==> src/rtl/except_ctrl_pkg.sv <==
// rtl/except_ctrl_pkg.sv - shared constants, flag layout and FSM states for except_ctrl
//
// Purpose: cause codes, exception vector, status/cause bit positions,
//          i_exc_flags bit positions, the FSM state type and the fault
//          priority encoder used by except_ctrl.
// Ports:   none (package).

package except_ctrl_pkg;

  localparam int INT_W  = 6;
  localparam int FLAG_W = 7;

  // Exception cause codes
  localparam logic [4:0] CAUSE_INT  = 5'd0;
  localparam logic [4:0] CAUSE_ADEL = 5'd4;
  localparam logic [4:0] CAUSE_ADES = 5'd5;
  localparam logic [4:0] CAUSE_SYS  = 5'd8;
  localparam logic [4:0] CAUSE_BP   = 5'd9;
  localparam logic [4:0] CAUSE_RI   = 5'd10;
  localparam logic [4:0] CAUSE_OV   = 5'd12;
  localparam logic [4:0] CAUSE_NONE = 5'h1F;

  // Fetch target for every exception (ERET uses EPC instead)
  localparam logic [31:0] EXC_VECTOR = 32'hBFC0_0380;

  // Status register bit positions
  localparam int STATUS_IE  = 0;
  localparam int STATUS_EXL = 1;
  localparam int IM_LO      = 8;
  localparam int IM_HI      = 15;

  // Cause register interrupt-pending field
  localparam int IP_LO = 8;
  localparam int IP_HI = 15;

  // i_exc_flags layout: {adel_if, ri, sys, bp, ov, adel_mem, ades_mem}
  localparam int FLAG_ADEL_IF  = 6;
  localparam int FLAG_RI       = 5;
  localparam int FLAG_SYS      = 4;
  localparam int FLAG_BP       = 3;
  localparam int FLAG_OV       = 2;
  localparam int FLAG_ADEL_MEM = 1;
  localparam int FLAG_ADES_MEM = 0;

  typedef enum logic [1:0] {
    IDLE     = 2'd0,
    FLUSH    = 2'd1,
    REDIRECT = 2'd2
  } state_t;

  // Highest-priority instruction fault, or CAUSE_NONE if no flag is set.
  // Fetch faults outrank decode faults, which outrank memory faults,
  // matching the order in which the instruction would have met them.
  function automatic logic [4:0] fault_code(input logic [FLAG_W-1:0] flags);
    logic [4:0] code;
    code = CAUSE_NONE;
    if (flags[FLAG_ADEL_IF])       code = CAUSE_ADEL;
    else if (flags[FLAG_RI])       code = CAUSE_RI;
    else if (flags[FLAG_SYS])      code = CAUSE_SYS;
    else if (flags[FLAG_BP])       code = CAUSE_BP;
    else if (flags[FLAG_OV])       code = CAUSE_OV;
    else if (flags[FLAG_ADEL_MEM]) code = CAUSE_ADEL;
    else if (flags[FLAG_ADES_MEM]) code = CAUSE_ADES;
    return code;
  endfunction

endpackage

==> src/rtl/except_ctrl_int_sync.sv <==
// rtl/except_ctrl_int_sync.sv - optional two-flop synchroniser for external interrupt lines
//
// Purpose: passes the external interrupt lines to the controller, either
//          through a two-flop synchroniser (EXCEPT_INT_SYNC_EN defined,
//          2-cycle latency, flops cleared in reset) or combinationally.
// Ports:   clk     - clock
//          resetn  - synchronous active-low reset
//          ext_int - asynchronous external interrupt lines
//          int_s   - interrupt lines in the clk domain
// Macro:   EXCEPT_INT_SYNC_EN

module int_sync
  import except_ctrl_pkg::*;
(
  input  logic             clk,
  input  logic             resetn,
  input  logic [INT_W-1:0] ext_int,
  output logic [INT_W-1:0] int_s
);

`ifdef EXCEPT_INT_SYNC_EN
  logic [INT_W-1:0] meta_q;
  logic [INT_W-1:0] sync_q;

  always_ff @(posedge clk) begin
    if (!resetn) begin
      meta_q <= '0;
      sync_q <= '0;
    end else begin
      meta_q <= ext_int;
      sync_q <= meta_q;
    end
  end

  assign int_s = sync_q;
`else
  // Clock and reset are only needed by the synchronised build.
  logic unused_clk_rst;
  assign unused_clk_rst = &{1'b0, clk, resetn};

  assign int_s = ext_int;
`endif

endmodule

==> src/rtl/except_ctrl.sv <==
// rtl/except_ctrl.sv - memory-stage exception/interrupt controller with flush and redirect FSM
//
// Purpose: picks the highest-priority event (interrupt, instruction fault or
//          ERET) for the memory-stage instruction, strobes the coprocessor
//          update fields with a one-cycle flush, then holds a fetch redirect
//          until fetch accepts it.
// Ports:   clk, resetn            - clock, synchronous active-low reset
//          i_valid                - memory-stage instruction present
//          i_pc                   - its PC
//          i_is_in_delay_slot     - it sits in a branch delay slot
//          i_exc_flags            - {adel_if, ri, sys, bp, ov, adel_mem, ades_mem}
//          i_is_eret              - it is ERET
//          i_ext_int, i_timer_int - interrupt sources
//          i_status_reg, i_cause_reg, i_epc_reg - coprocessor register values
//          i_fetch_ready          - fetch accepts the redirect
//          o_int                  - interrupt lines to the coprocessor
//          o_except_cause, o_current_pc, o_is_in_delay_slot, o_is_eret
//                                 - coprocessor update strobe fields
//          o_flush, o_stall       - pipeline kill / freeze
//          o_redirect_valid, o_redirect_pc - new fetch target
// Macro:   EXCEPT_INT_SYNC_EN (synchronise i_ext_int, see int_sync)

module except_ctrl
  import except_ctrl_pkg::*;
(
  input  logic              clk,
  input  logic              resetn,
  input  logic              i_valid,
  input  logic [31:0]       i_pc,
  input  logic              i_is_in_delay_slot,
  input  logic [FLAG_W-1:0] i_exc_flags,
  input  logic              i_is_eret,
  input  logic [INT_W-1:0]  i_ext_int,
  input  logic              i_timer_int,
  input  logic [31:0]       i_status_reg,
  input  logic [31:0]       i_cause_reg,
  input  logic [31:0]       i_epc_reg,
  input  logic              i_fetch_ready,
  output logic [INT_W-1:0]  o_int,
  output logic [4:0]        o_except_cause,
  output logic [31:0]       o_current_pc,
  output logic              o_is_in_delay_slot,
  output logic              o_is_eret,
  output logic              o_flush,
  output logic              o_stall,
  output logic              o_redirect_valid,
  output logic [31:0]       o_redirect_pc
);

  // ---------------------------------------------------------------
  // Interrupt lines
  // ---------------------------------------------------------------
  logic [INT_W-1:0] int_s;

  int_sync u_int_sync (
    .clk     (clk),
    .resetn  (resetn),
    .ext_int (i_ext_int),
    .int_s   (int_s)
  );

  // The timer shares hardware line 5 with the top external line.
  assign o_int = {int_s[INT_W-1] | i_timer_int, int_s[INT_W-2:0]};

  // Pending is judged from the live coprocessor registers, so an interrupt
  // that arrives while a flush/redirect is in flight is simply seen again
  // once the FSM is back in IDLE.
  logic int_pending;
  assign int_pending = i_status_reg[STATUS_IE] & ~i_status_reg[STATUS_EXL] &
                       (|(i_cause_reg[IP_HI:IP_LO] & i_status_reg[IM_HI:IM_LO]));

  // Register bits this block does not look at.
  logic unused_reg_bits;
  assign unused_reg_bits = &{1'b0, i_status_reg[31:16], i_status_reg[7:2],
                             i_cause_reg[31:16], i_cause_reg[7:0]};

  // ---------------------------------------------------------------
  // Event selection
  // ---------------------------------------------------------------
  logic [4:0] fault;
  logic [4:0] take_cause;
  logic       take_eret;
  logic       take_event;

  always_comb begin
    fault      = fault_code(i_exc_flags);
    take_cause = CAUSE_NONE;
    take_eret  = 1'b0;
    // An interrupt flushes the instruction, so any fault it carries is moot;
    // ERET only counts when the instruction itself is clean.
    if (int_pending) begin
      take_cause = CAUSE_INT;
    end else if (fault != CAUSE_NONE) begin
      take_cause = fault;
    end else if (i_is_eret) begin
      take_eret = 1'b1;
    end
    take_event = i_valid && ((take_cause != CAUSE_NONE) || take_eret);
  end

  // ---------------------------------------------------------------
  // FSM and captured fields
  // ---------------------------------------------------------------
  state_t      state_q;
  state_t      state_d;
  logic [4:0]  cause_q;
  logic [31:0] pc_q;
  logic        slot_q;
  logic        eret_q;
  logic [31:0] redirect_pc_q;

  always_ff @(posedge clk) begin
    if (!resetn) begin
      state_q       <= IDLE;
      cause_q       <= '0;
      pc_q          <= '0;
      slot_q        <= 1'b0;
      eret_q        <= 1'b0;
      redirect_pc_q <= EXC_VECTOR;
    end else begin
      state_q <= state_d;
      if ((state_q == IDLE) && take_event) begin
        cause_q <= take_cause;
        pc_q    <= i_pc;
        slot_q  <= i_is_in_delay_slot;
        eret_q  <= take_eret;
      end
      // EPC is sampled while the flush strobe is out; later EPC writes do
      // not disturb a redirect already being presented.
      if (state_q == FLUSH) begin
        redirect_pc_q <= eret_q ? i_epc_reg : EXC_VECTOR;
      end
    end
  end

  always_comb begin
    state_d          = state_q;
    o_flush          = 1'b0;
    o_stall          = 1'b0;
    o_redirect_valid = 1'b0;
    o_except_cause   = CAUSE_NONE;
    o_is_eret        = 1'b0;
    case (state_q)
      IDLE: begin
        if (take_event) state_d = FLUSH;
      end
      FLUSH: begin
        o_flush        = 1'b1;
        o_stall        = 1'b1;
        o_is_eret      = eret_q;
        o_except_cause = eret_q ? CAUSE_NONE : cause_q;
        state_d        = REDIRECT;
      end
      REDIRECT: begin
        o_stall          = 1'b1;
        o_redirect_valid = 1'b1;
        if (i_fetch_ready) state_d = IDLE;
      end
      default: begin
        state_d = IDLE;
      end
    endcase
  end

  assign o_current_pc       = pc_q;
  assign o_is_in_delay_slot = slot_q;
  assign o_redirect_pc      = redirect_pc_q;

endmodule

==> config.mk <==
export PLATFORM = sky130hd
export DESIGN_NAME = except_ctrl
export DESIGN_NICKNAME = d
export VERILOG_FILES = /design/src/rtl/except_ctrl_pkg.sv /design/src/rtl/except_ctrl_int_sync.sv /design/src/rtl/except_ctrl.sv
export SDC_FILE = /design/constraint.sdc
export NUM_CORES = 1
export LEC_CHECK = 0
export BUFFER_PORTS_ARGS = -buffer_cell sky130_fd_sc_hd__buf_2
export CELL_PAD_IN_SITES_DETAIL_PLACEMENT = 1
export CELL_PAD_IN_SITES_GLOBAL_PLACEMENT = 2
export CORE_ASPECT_RATIO = 0.5
export CORE_UTILIZATION = 22
export CTS_CLUSTER_DIAMETER = 120
export DETAILED_ROUTE_END_ITERATION = 12
export PLACE_DENSITY = 0.81
export RECOVER_POWER = 50
export SKIP_CTS_REPAIR_TIMING = 1
export SLEW_MARGIN = 30
export SYNTH_ARGS = -nofsm -noshare
export SYNTH_HDL_FRONTEND = slang
export SYNTH_SLANG_ARGS = --single-unit
==> constraint.sdc <==
create_clock -name clk -period 8.33 [get_ports clk]
set_clock_uncertainty 0.2 [all_clocks]
set_input_delay 2.499 -clock clk [delete_from_list [all_inputs] [get_ports clk]]
set_output_delay 2.499 -clock clk [all_outputs]
set_load 0.05 [all_outputs]
; Word level (Yosys, flattened, before mapping)
; Index checks and enable logic that the tools add are counted.
[classes]
reduce_logical = 7
n_mux = 22
bitwise_logic = 5
eq_ne = 6
[ops]
columns = operator, n
row1 = two-way mux 5 bit, 11
row2 = two-way mux 32 bit, 1
row3 = "!= test 5 bit, second input constant", 2
row4 = AND 8 bit, 1
row5 = OR reduction 8 bit, 1
row6 = two-way mux 1 bit, 7
row7 = one-hot mux 2 bit (3 select lines), 1
row8 = two-way mux 2 bit, 2
row9 = "!= test 2 bit, second input constant", 2
row10 = AND 1 bit, 2
row11 = "== test 2 x 1 -> 1 bit, second input constant", 1
row12 = "== test 2 bit, second input constant", 1
row13 = logical AND 1 bit, 2
row14 = zero test 2 bit, 1
row15 = AND reduction 2 bit, 1
row16 = OR reduction 2 bit, 1
row17 = logical OR 1 bit, 1
row18 = NOT 1 bit, 1
row19 = OR 1 bit, 1
[word_totals]
elab_cells = 46
output_inout_bits = 80
input_bits = 148
ff_bits = 73

; Logic depth before layout (Yosys ltp)
; Gate-level depths: netlist of the first run.
[logic_depth]
ltp_word = 15
mapped_depth = 7
ltp_nobuf = 6

; Hierarchy
; Synthesis of the first run repeated with hierarchy kept, for this count alone.
[hier_totals]
cells_unflattened = 345
area_unflattened_um2 = 3076.7
[by_module_without_submodules]
columns = module, area_per_inst_um2, cells_per_inst, n_inst
row1 = except_ctrl, 3031.7, 339, 1
row2 = int_sync, 45.0, 6, 1

; Worst setup path before layout of the first run
; Ideal clock, no wire load.
[synth_timing]
kind = input-to-output
from = input i_timer_int
to = output o_int[5]
path_slack_ps = 2722
cell_stages = 1
arrival_time_ps = 2909
path_cell_list = or2_2
[synth_via]
elab_chain_cells = 1
[synth_rtl]
columns = item, line
row1 = "start, declared", except_ctrl.sv:34  ; input logic i_timer_int,
row2 = OR 1 bit, except_ctrl.sv:63  ; assign o_int = {int_s[INT_W-1] | i_timer_int, int_s[INT_W-2:0]};
row3 = "end, declared", except_ctrl.sv:39  ; output logic [INT_W-1:0] o_int,
; No other way between the ends.

==> flow_summary.json, run 1 <==
{
  "status": "finished, violations left",
  "violations": "max-capacitance violations, max-slew violations",
  "setup_viol": 0,
  "dpl.hpwl_um": 6440,
  "grtUsageTotal": 0.123,
  "gp_congestion": 0.704,
  "dieArea_um2": 14500,
  "cts_buffers": 9,
  "path_max_fanout": 109,
  "drv_cap": 1,
  "antenna_found_initial": 0,
  "viasPerCell": 4.18,
  "rsz0062_at_grt": "false",
  "grt_pass1_vias": 2857,
  "rrSetupSlack_ns": 6.12,
  "grt_first_pass_wirelength_um": 14100,
  "crit_required_ns": 8.38,
  "synth_nets": 494,
  "fp.dieH_um": 85.7,
  "worst_slew_margin_rel": -1.88,
  "core_um2": 13600,
  "hp-start": "cause_q[2]",
  "fin_crit_sh": 0.747,
  "power_leakage_uw": 0.00196,
  "syn_area_per_cell_um2": 8.99,
  "cp-end-kind": "flip-flop",
  "ys_ff_latch": 73,
  "layout_commonest_cell": "buf_2",
  "syn_to_final_growth_pct": 40.7,
  "slew_viol_final": 110,
  "num_rows": 30,
  "firstDrtPassIters": 10,
  "wirelength_um": 9000,
  "setup_tns_ns": 0,
  "netlist-cell-type-count": 31,
  "r2r-end": "o_redirect_pc[4]",
  "postSynthCellCount": 343,
  "cts_tree": "done",
  "setup_slack_ns": 2.11,
  "io_buffers": 171,
  "grt_max_degree": 110,
  "max-vdd-ir-drop_uv": 96.9,
  "hp-class": "reg2reg",
  "timing.rr.start": "state_q[1]",
  "die_x_um": 169,
  "drive_gt1_frac": 0.297,
  "h-tree-depth": 3,
  "wl_per_cell_um": 12.9,
  "dp_cells": 681,
  "worst_pin_slew_ns": 4.32,
  "nets": 651,
  "final_cell_mix": "buf_2 (126), nand2_1 (87), dfxtp_1 (73), clkbuf_1 (45), nor2b_1 (44)",
  "overflow": 0,
  "start_kind": "primary input",
  "first_iter_violations": 87,
  "synthesis.area_um2": 3080,
  "dp_slack_ns": 2.55,
  "ios": 228,
  "seq_area_frac_synth": 0.474,
  "clockBufferDepth": 2,
  "crit_arrival_ns": 6.27,
  "drc": 0,
  "clkTransAtPathRegs_ns": 0.06,
  "path_class": "in2reg",
  "cellPowerDensity_nw_per_um2": 226,
  "drtAntennaViolNets": 0,
  "root_buffer": "clkbuf_16",
  "fin_cells": 697,
  "whs_path_depth": 2,
  "vias": 2916,
  "clkLatencyLatePin_ns": 0.32,
  "diodes": 0,
  "synth-warning-count": 0,
  "timing.fmax_ghz": 0.161,
  "cts_num_sinks": 73,
  "hold_viol_final": 0,
  "rr_worst_depth": 6,
  "min_period_ns": 6.22,
  "min_to": "cause_q[2]",
  "start_util": 0.226
}
cells in the mapped netlist:
library cell  count  area [µm²]
a21oi_1          21         105
a221oi_1          1        8.76
a22o_1            4        35.0
buf_1             2        7.51
buf_4             7        52.6
buf_6             1        11.3
buf_8             1        15.0
clkbuf_1         16        60.1
dfxtp_1          73        1460
ha_1              3        37.5
inv_1             5        18.8
mux2i_1          40         400
nand2_1          87         327
nand2b_1          5        31.3
nand3_1           2        10.0
nor2_1            2        7.51
nor2b_1          44         275
nor3_1            3        15.0
nor4b_1           1        8.76
nor4bb_1          1        10.0
o211ai_1          3        22.5
o211ai_2          1        12.5
o21ai_0           1        5.00
o21ba_2           1        10.0
o221ai_1          1        8.76
o22ai_1          12        75.1
o41a_1            1        11.3
o41ai_1           1        8.76
or2_2             1        6.26
or4_4             1        11.3
or4b_4            1        13.8
worst max-delay path, cell delays in order:
cell	delay, ns
clkbuf_1	2.97
nor2b_1	0.44
nand3_1	0.15
mux2i_1	0.16
sequential cells by signal, indices dropped and copies added (netlist names):
register	flops
cause_q	5
o_is_in_delay_slot	1
o_current_pc	32
eret_q	1
o_redirect_pc	32
state_q	2
cell type report:
cell class / count / area [µm²]
clock buffers: 11 / 253
clock inverters: 5 / 77.6
fillers: 1652 / 9290
inverters: 5 / 18.8
multi-input cells: 238 / 1470
flip-flops and latches: 73 / 1460
well taps: 192 / 240
repair buffers: 173 / 815
cells by family after synthesis:
logic type	count (synthesis)	synth area share
compound gates	47	0.0982
fa+ha+maj	3	0.0122
buf+inv	32	0.0536
flops	73	0.474
mux	40	0.130
simple gates	148	0.232
metal layers:
metal  wire [µm]  GRT usage  up-vias
li1            -          -     1455
met1        3670      0.134     1386
met2        4820      0.231       61
met3         321     0.0314       14
met4         185     0.0491        0
met5           0          0        -
how the worst max path moves through the flow:
stage / startpoint / endpoint / slack, ns / cells after the start
after floorplan: i_timer_int / o_int[5] / 2.72 / 1
after global placement: i_timer_int / o_int[5] / 2.56 / 3
after detailed placement: i_timer_int / o_int[5] / 2.55 / 3
after CTS: i_timer_int / o_int[5] / 2.55 / 3
after global routing: resetn / cause_q[0] / 1.51 / 4
final: resetn / eret_q / 2.11 / 4
power breakdown:
part           internal (µW)  switching, µW  total, µW
sequential               365           7.64        373
clock                    278            148        426
combinational           56.3            124        180
total                    699            280        979
through the flow:
stage | power, µW | util | instance area [µm²] | hold WS [ns]
6_report | 979 | 0.318 | 4340 | 0.257
5_1_grt | 1030 | 0.318 | 4340 | 0.281
4_1_cts | 1000 | 0.323 | 4400 | 0.260
3_5_place_dp | 565 | 0.299 | 4070 | 0.252
3_3_place_gp | 561 | 0.298 | 4060 | 0.241
2_1_floorplan | 516 | - | 3080 | 0.233
No activity file was read; power rests on OpenSTA's default activity.
==> run 2: changes to the inputs <==
--- a/config.mk
+++ b/config.mk
@@ -9,10 +9,10 @@
 export CELL_PAD_IN_SITES_DETAIL_PLACEMENT = 1
 export CELL_PAD_IN_SITES_GLOBAL_PLACEMENT = 2
 export CORE_ASPECT_RATIO = 0.5
-export CORE_UTILIZATION = 22
+export CORE_UTILIZATION = 19
 export CTS_CLUSTER_DIAMETER = 120
 export DETAILED_ROUTE_END_ITERATION = 12
-export PLACE_DENSITY = 0.81
+export PLACE_DENSITY = 0.74
 export RECOVER_POWER = 50
 export SKIP_CTS_REPAIR_TIMING = 1
 export SLEW_MARGIN = 30
==> constraint.sdc (replaced) <==
create_clock -name clk -period 5.4 [get_ports clk]
set_clock_uncertainty 0.2 [all_clocks]
set_input_delay 1.62 -clock clk [delete_from_list [all_inputs] [get_ports clk]]
set_output_delay 1.62 -clock clk [all_outputs]
set_load 0.05 [all_outputs]
==> run 2 against run 1 <==
Effect of this change: the flow still finishes with violations (max-capacitance violations, max-slew violations); combinational power up 53%; clock power up 53%; non-clock buffer count up 3; sequential power up 54%; routed wire length up 5.5%.
==> flow_summary.json, run 2 (same netlist as run 1, synthesis figures left out) <==
{
  "crit_arrival_ns": 2.20,
  "nets": 654,
  "worst_slew_margin_rel": -0.219,
  "die_x_um": 182,
  "core_um2": 15600,
  "start_kind": "primary input",
  "grt_first_pass_wirelength_um": 14900,
  "drtAntennaViolNets": 0,
  "fin_crit_sh": 0.744,
  "clkLatencyLatePin_ns": 0.32,
  "drive_gt1_frac": 0.254,
  "diodes": 0,
  "antenna_found_initial": 0,
  "viasPerCell": 4.11,
  "num_rows": 32,
  "fillers": 1903,
  "dpl.hpwl_um": 6940,
  "h-tree-depth": 3,
  "final_cell_mix": "buf_2 (105), nand2_1 (87), dfxtp_1 (73), clkbuf_1 (69), nor2b_1 (44)",
  "dp_cells": 696,
  "hp-class": "reg2reg",
  "rrSetupSlack_ns": 3.44,
  "path_max_fanout": 1,
  "timing.fmax_ghz": 0.249,
  "cp-end-kind": "primary output",
  "status": "finished, violations left",
  "drc": 0,
  "cts_buffers": 9,
  "setup_tns_ns": 0,
  "worst_pin_slew_ns": 1.83,
  "violations": "max-capacitance violations, max-slew violations",
  "fin_cells": 712,
  "gp_congestion": 0.720,
  "multiInputGateArea_um2": 1470,
  "slew_viol_final": 46,
  "grt_pass1_vias": 2954,
  "wirelength_um": 9500,
  "layout_commonest_cell": "buf_2",
  "first_iter_violations": 73,
  "clockBufferDepth": 2,
  "rsz0062_at_grt": "false",
  "wl_per_cell_um": 13.3,
  "overflow": 0,
  "regArea_um2": 1460,
  "min_period_ns": 4.02,
  "dieArea_um2": 16800,
  "root_buffer": "clkbuf_16",
  "post-route-util": 0.278,
  "final_area_um2": 4340,
  "cellPowerDensity_nw_per_um2": 346,
  "grt_max_degree": 66,
  "fp.dieH_um": 92.1,
  "vias": 2924,
  "drv_cap": 1,
  "setup_viol": 0,
  "clkTransAtPathRegs_ns": 0.06,
  "cts_tree": "done",
  "hold_viol_final": 0,
  "place_area_um2": 4100,
  "firstDrtPassIters": 4,
  "power_leakage_uw": 0.00190,
  "ios": 228,
  "max-vdd-ir-drop_uv": 158,
  "cts_num_sinks": 73,
  "crit_required_ns": 3.58,
  "path_class": "in2out",
  "start_util": 0.197,
  "io_buffers": 171,
  "grtUsageTotal": 0.114,
  "syn_to_final_growth_pct": 40.9
}
run 2: path summary, 6_finish.rpt:
path | start | endpoint | cells past startpoint
worst min-delay path | cause_q[4] | cause_q[4] | 2
worst max register to register | state_q[1] | o_redirect_pc[18] | 7
worst max-delay path | i_timer_int | o_int[5] | 3
worst min register to register | cause_q[4] | cause_q[4] | 2
run 2: layout make-up:
type,count,share of cell area
flip-flops and latches,73,0.337
repair buffers,176,0.187
multi-input cells,238,0.339
clock buffers,14,0.0608
well taps,204,0.0588
inverters,5,0.00432
clock inverters,2,0.0138
run 2: through the flow:
stage | setup slack, ns | power, µW | hold slack (ns)
floorplan | 1.55 | 796 | 0.233
global placement | 1.38 | 867 | 0.242
detailed placement | 1.38 | 874 | 0.250
CTS | 1.38 | 1540 | 0.258
global route | 1.15 | 1580 | 0.281
finish | 1.38 | 1500 | 0.255
run 2: critical path, stage by stage:
cell and delay [ns]:
buf_2 0.09, or2_2 0.28, buf_2 0.21
run 2: layer usage:
layer,track usage,up-vias,wire length [µm]
met5,0,-,0
met4,0.0350,0,157
met3,0.0274,13,306
met2,0.225,57,5140
met1,0.119,1393,3900
li1,-,1461,-
run 2: report_power, final:
group / switching (µW) / total, µW / internal (µW)
Sequential: 12.0 / 575 / 564
Clock: 223 / 653 / 431
Combinational: 193 / 275 / 82.4
